<file path="config.mk">
export PLATFORM = sky130hd
export DESIGN_NAME = mult_accum
export DESIGN_NICKNAME = d
export VERILOG_FILES = /design/src/rtl/mult_accum.sv
export SDC_FILE = /design/constraint.sdc
export NUM_CORES = 1
export LEC_CHECK = 0
export ABC_AREA = 1
export CORE_MARGIN = 5
export CORE_UTILIZATION = 55
export CTS_CLUSTER_DIAMETER = 50
export DETAILED_ROUTE_END_ITERATION = 10
export PLACE_DENSITY = 0.85
export SKIP_LAST_GASP = 1
export SYNTH_ARGS = -nofsm -noshare
export SYNTH_HDL_FRONTEND = slang
export SYNTH_SLANG_ARGS = --single-unit
</file>
<file path="constraint.sdc">
create_clock -name Clk -period 4.7 [get_ports Clk]
set_clock_uncertainty 0.05 [all_clocks]
set_input_delay 0.94 -clock Clk [delete_from_list [all_inputs] [get_ports Clk]]
set_output_delay 0.94 -clock Clk [all_outputs]
set_load 0.03 [all_outputs]
</file>
<file path="src/rtl/mult_accum.sv">
// Signed dot-product accumulator fed by the 4x4 multiplier: sums FrameLen
// products into a saturating ACC_W-bit register and hands the result downstream.
module mult_accum #(
  parameter int ACC_W = 12,
  parameter int LEN_W = 4
) (
  input  logic              Clk,
  input  logic              Rst_n,
  input  logic              Start,
  input  logic [LEN_W-1:0]  FrameLen,
  input  logic              InValid,
  output logic              InReady,
  input  logic signed [7:0] Product,
  output logic              OutValid,
  input  logic              OutReady,
  output logic [ACC_W-1:0]  AccOut,
  output logic              Overflow,
  output logic              Busy,
  output logic [1:0]        dbg_state
);

  // Handshakes: a beat moves on a rising edge where valid & ready are both high.
  // The source holds valid/data until that edge; ready never depends on valid.

  typedef enum logic [1:0] {
    S_IDLE  = 2'd0,
    S_ACCUM = 2'd1,
    S_DONE  = 2'd2
  } state_t;

  localparam logic [ACC_W-1:0] MAX_POS = {1'b0, {(ACC_W-1){1'b1}}};
  localparam logic [ACC_W-1:0] MAX_NEG = {1'b1, {(ACC_W-1){1'b0}}};

  state_t           state;
  logic [LEN_W-1:0] count;
  logic [ACC_W-1:0] acc;
  logic             ovf;
  logic [ACC_W:0]   sum_ext;
  logic [ACC_W-1:0] acc_next;
  logic             sat;

  // One guard bit is enough: a single 8-bit product cannot move acc by more than one range.
  always_comb begin
    sum_ext  = {acc[ACC_W-1], acc} + {{(ACC_W-7){Product[7]}}, Product};
    sat      = 1'b0;
    acc_next = sum_ext[ACC_W-1:0];
    if (sum_ext[ACC_W] != sum_ext[ACC_W-1]) begin
      sat      = 1'b1;
      acc_next = sum_ext[ACC_W] ? MAX_NEG : MAX_POS;
    end
  end

  always_ff @(posedge Clk) begin
    if (!Rst_n) begin
      state <= S_IDLE;
      count <= '0;
      acc   <= '0;
      ovf   <= 1'b0;
    end else begin
      case (state)
        S_IDLE: begin
          if (Start) begin
            acc   <= '0;
            ovf   <= 1'b0;
            count <= FrameLen;
            state <= (FrameLen == '0) ? S_DONE : S_ACCUM;
          end
        end
        S_ACCUM: begin
          if (InValid) begin
            acc   <= acc_next;
            ovf   <= ovf | sat;
            count <= count - LEN_W'(1);
            if (count == LEN_W'(1)) state <= S_DONE;
          end
        end
        S_DONE: begin
          if (OutReady) state <= S_IDLE;
        end
        default: state <= S_IDLE;
      endcase
    end
  end

  assign InReady   = (state == S_ACCUM);
  assign OutValid  = (state == S_DONE);
  assign Busy      = (state != S_IDLE);
  assign AccOut    = acc;
  assign Overflow  = ovf;
  assign dbg_state = state;

endmodule

</file>
# After elaboration in Yosys (flattened, before gate mapping)
# Cells that the tools add are included.
# word_totals
register_bits	19
input_bits	17
output_inout_bits	18
word_cells	39
# classes
add_sub_neg	2
eq_ne	8
muxes	18
bitwise	1
reduce_logical	6
# op_table
op	n
$mux W12	4
$pmux W12 S2	1
$add A12 B8 Y13	1
$mux W2	5
$mux W4	2
$pmux W4 S2	1
$pmux W2 S3	1
$eq A4 B1 Y1 const B	1
$logic_not A4 Y1	1
$ne A2 B1 Y1 const B	2
$ne A2 B2 Y1 const B	2
$reduce_and A4 Y1	1
$reduce_bool A2 Y1	2
$sub A4 B1 Y4 const B	1
$mux W1	3
$reduce_and A3 Y1	1
$eq A2 B1 Y1 const B	1
$eq A2 B2 Y1 const B	1
$logic_not A2 Y1	1
$pmux W1 S2	1
$ne A1 B1 Y1	1
$or A1 B1 Y1	1

# Longest topological paths before layout
# logic_depth
word_depth	6
ltp_mapped	15
mapped_depth_nobuf	14

# Least setup slack after synthesis
# OpenSTA, ideal clock, no wires.
# synth_timing
kind	in2reg
from	input Product[0]
to	register acc[0], in the netlist AccOut[0]
setup_ns	0.142
arrival_time_ns	2.442
t_required_ns	4.508
setup_slack_ns	2.066
path_stages	13
path_buffers	1
path_cell_list	ha_1 fa_1 nand3_1 nand3_2 nand3_1 nand3_1 nand2_1 nand2_1 nand2_1 buf_2 nand3_1 nand2_1 a21oi_2
# synth_between
elab_chain_len	5
word_cells_on_any_way	6
cone_classes	add/sub (1); eq/ne (1); mux (4)
# synth_lines
item	line_no	source
start, declared	13	input logic signed [7:0] Product,
$add A12 B8 Y13 (*)	44	sum_ext = {acc[ACC_W-1], acc} + {{(ACC_W-7){Product[7]}}, Product};
$mux W12 or $ne A1 B1 Y1 (tied branches)	49, 47	
$mux W12 (*)	47	if (sum_ext[ACC_W] != sum_ext[ACC_W-1]) begin
$mux W12 (*)	70	if (InValid) begin
$pmux W12 S2 (*)	60	case (state)
end signal, assigned	71	acc <= acc_next;
end, declared	36	logic [ACC_W-1:0] acc;
# Mark *: on every way between the ends. The rest lies on a longest branch, timed or not. The select of a mux whose other input is x is not followed.
# A chain may end at the register's enable or synchronous reset.

# Worst setup path after layout
# layout_timing
from	input Product[0]
to	register acc[1], in the netlist AccOut[1]
# Same word-level chain as after synthesis.

==> flow_metrics.tcl <==
set metrics [dict create \
    status "finished clean" \
    report.final.slew_viol_count 0 \
    yosys.area.top_type_share_pct 22.9 \
    timing.critical_path.slowest_cell_delay_ns 0.41 \
    p_total_uw 572 \
    max_clock_freq_ghz 0.328 \
    dieArea_um2 4220 \
    placedInstanceArea_um2 2010 \
    synth_enable_flop_cells 0 \
    cp_cell_sequence "clkdlybuf4s50_1, ha_1, fa_1, nand3_1, nand3_2, nand3_1, nand3_1, nand2_1, nand2_2, a21oi_2, nand2_1, a21oi_2" \
    power_per_cell_area_nw_per_um2 281 \
    layout.cell_area.non_filler_um2 2030 \
    synth_top_area_cell "sky130_fd_sc_hd__dfxtp_1" \
    critical-path-top-cell-by-count "sky130_fd_sc_hd__nand3_1" \
    r2r_start "AccOut[0]$_SDFFE_PN0P_" \
    ys_dominant_reg_cell "sky130_fd_sc_hd__dfxtp_1" \
    instances_no_fill 317 \
    finalHoldWorstSlack_ns 0.439 \
    grt_util_met3_pct 4.16 \
    layout_min_cycle_time_ns 3.05 \
    warning_count_from_the_yosys_run 0 \
    worstSetupPathType "in -> reg" \
    post_drt_wl_per_cell_um 11.9 \
    reg2reg_to "AccOut[1]$_SDFFE_PN0P_" \
    fillers 270 \
    die_h_um 65.0 \
    max-clock-path-buffers 2 \
    placed_cells 313 \
    port-buffer-count 34 \
    min_from "Overflow$_SDFFE_PN0P_" \
    io_pins 35 \
    met1_usage_pct 25.2 \
    met2_track_demand_over_resource_pct 32.1 \
    vias 1697 \
    core_area_um2 2980 \
    globalRoute.busiestLayer "met2" \
    gp_routability_congestion 0.887 \
    setup_violations 0 \
    ys_top_cells_by_area "sky130_fd_sc_hd__dfxtp_1, sky130_fd_sc_hd__nand2_1, sky130_fd_sc_hd__ha_1" \
    critical_path_required_ns 4.88 \
    source_to_sink_clock_delay_at_the_later_pin_of_the_worst_skew_pair_ns 0.29 \
    reg2reg_slack_ns 2.37 \
    initialDrtViolationCount 92 \
    cts_resized 0 \
    reg2reg_depth 11 \
    max_capacitance_violation_count 0 \
    htree_levels 1 \
    postSynthRegisterBits 19 \
    drt_pass1_iterations 7 \
    detail_route.drc_violations 0 \
    area.growth.synth_to_final_pct 22.4 \
    syn_area_per_cell_um2 6.62 \
    overall_fraction_of_global_route_tracks_in_use_pct 19.0 \
    static-leakage-power_uw 0.000922 \
    nNetsFinal 317 \
    cts_root_buf "sky130_fd_sc_hd__clkbuf_4" \
    netlist_area_um2 1660 \
    ys_seq_area_share_pct 22.9 \
    cts.sinks 19 \
    first_global_vias 1508 \
    slew_headroom_pct 60.5 \
    grt_pass1_wl_um 6520 \
    drive_gt1_share_pct 12.7 \
    cts-hold-fix-buffers 0 \
    floorplan.initialDensity_pct 55.8 \
    path_clk_slew_ns 0.11 \
    ys_async_rst_share_pct 0 \
    hold_class "reg -> reg" \
    hold_depth 2 \
    critical_path_arrival_ns 3.23 \
    grt_start_max_net_pins 15 \
    synthMostInstantiatedCell "sky130_fd_sc_hd__nand2_1" \
    critPathSlowestCell "sky130_fd_sc_hd__fa_1" \
    final.setup.tns_ns 0 \
    grt_residual_overflow 0 \
    drt_wl_total_um 3780 \
    maximum_vdd_ir_drop_v 0.000200 \
    finalHoldViolCount 0 \
    number_of_antenna_violations_at_the_first_check_in_global_routing 0 \
    syn_inst 251 \
    path_buf_inv 1 \
    post-cts-setup-buffer-count 0 \
    crit_path_start_kind "input port" \
    syn-num-nets 283 \
    critPathTopFamily "simple AND/OR/NAND/NOR gates" \
    die-width_um 65.0 \
    holdPathEnd "Overflow$_SDFFE_PN0P_" \
    avgViaCountPerCell 5.35 \
    ys_types 29 \
    timing.critical_path.to_type "flip-flop" \
    synth_top_cells_by_count "sky130_fd_sc_hd__nand2_1, sky130_fd_sc_hd__inv_1, sky130_fd_sc_hd__nand3_1, sky130_fd_sc_hd__dfxtp_1, sky130_fd_sc_hd__ha_1" \
    timing.final.crit_share_pct 64.9 \
    antenna_cells 0 \
    post-dp-hpwl_um 3040 \
    cts_inserted_buffers 3 \
    rows 20 \
    tightest_slew_ns 0.592 \
    route.antenna.remaining_nets 0 \
    path_max_fanout 11 \
    rsz0062_at_grt "no" \
    cts_tree "yes" \
]
worst max-delay path by stage:
stage / from / to / slack (ns) / depth (start not counted)
final: Product[0] / AccOut[1]$_SDFFE_PN0P_ / 1.65 / 12
after global routing: Product[0] / AccOut[1]$_SDFFE_PN0P_ / 1.47 / 12
after CTS: Product[0] / AccOut[1]$_SDFFE_PN0P_ / 1.65 / 12
after detailed placement: Product[0] / AccOut[1]$_SDFFE_PN0P_ / 1.35 / 12
after global placement: Product[0] / AccOut[3]$_SDFFE_PN0P_ / 1.40 / 12
after floorplan: Product[0] / AccOut[0]$_SDFFE_PN0P_ / 2.07 / 13
cells by family (layout without fill, tap and decap cells):
| kind of cell | Yosys count | in the layout | share of synthesized area (%) |
|---|---|---|---|
| AOI/OAI and AO/OA | 32 | 32 | 13.3 |
| buffers and inverters | 38 | 71 | 9.64 |
| DFF | 19 | 19 | 22.9 |
| xor gates and xnor gates | 8 | 8 | 4.22 |
| and+or+nand+nor | 139 | 139 | 38.3 |
| adders and majority gates | 15 | 15 | 11.7 |
worst min-delay path: stages, from the launching register on:
cell	delay (ns)
sky130_fd_sc_hd__dfxtp_1	0.34
sky130_fd_sc_hd__a21oi_1	0.04
sky130_fd_sc_hd__nor2_1	0.08
per-layer routing:
| layer | part of all wire (%) | vias up |
|---|---|---|
| met5 | 0 | - |
| met4 | 0.29 | 0 |
| met3 | 4.5 | 2 |
| met2 | 47 | 41 |
| met1 | 48 | 768 |
| li1 | - | 886 |
power by group:
part           internal [uW]  switching, uW  total [uW]
Clock                   33.0           47.7        80.7
Sequential               180           17.6         197
Combinational            117            177         294
layout by cell type, fill, tap and decap left out:
master                             n
sky130_fd_sc_hd__nand2_1          75
sky130_fd_sc_hd__clkdlybuf4s50_1  34
sky130_fd_sc_hd__inv_1            31
sky130_fd_sc_hd__nand3_1          24
sky130_fd_sc_hd__dfxtp_1          19
sky130_fd_sc_hd__ha_1             14
sky130_fd_sc_hd__nor2_1           12
sky130_fd_sc_hd__a21oi_2          12
sky130_fd_sc_hd__nand2_2          10
sky130_fd_sc_hd__a21oi_1          10
sky130_fd_sc_hd__xnor2_1           7
sky130_fd_sc_hd__nand4_1           4
sky130_fd_sc_hd__nor2_2            3
sky130_fd_sc_hd__nand3_2           3
sky130_fd_sc_hd__o21ai_0           3
sky130_fd_sc_hd__a31oi_1           3
sky130_fd_sc_hd__nor3_1            3
sky130_fd_sc_hd__clkbuf_4          3
sky130_fd_sc_hd__inv_2             2
sky130_fd_sc_hd__a211oi_1          2
sky130_fd_sc_hd__or2_2             2
sky130_fd_sc_hd__nor2_4            1
sky130_fd_sc_hd__nor4_1            1
sky130_fd_sc_hd__o211ai_1          1
sky130_fd_sc_hd__o2111ai_1         1
sky130_fd_sc_hd__nand3b_1          1
sky130_fd_sc_hd__xor2_1            1
sky130_fd_sc_hd__fa_1              1
sky130_fd_sc_hd__clkbuf_1          1
flip-flops by register name, indices dropped and copies added, names as in the netlist:
register,count
dbg_state,2
AccOut,12
Overflow,1
count,4
per-stage QoR:
stage / setup WS [ns] / utilization, %
floorplan: 2.07 / -
global placement: 1.40 / 67.4
detailed placement: 1.35 / 67.4
CTS: 1.65 / 68.3
global route: 1.47 / 68.3
finish: 1.65 / 68.3
final cells by class:
cell class,count,area [um^2],area share [%]
Clock buffer,4,26.3,1.29
Inverter,33,124,6.09
Multi-Input combinational cell,194,1120,55.1
Sequential cell,19,380,18.7
Tap cell,33,41.3,2.03
Timing Repair Buffer,34,340,16.7
Power figures use the tool's default switching activity.
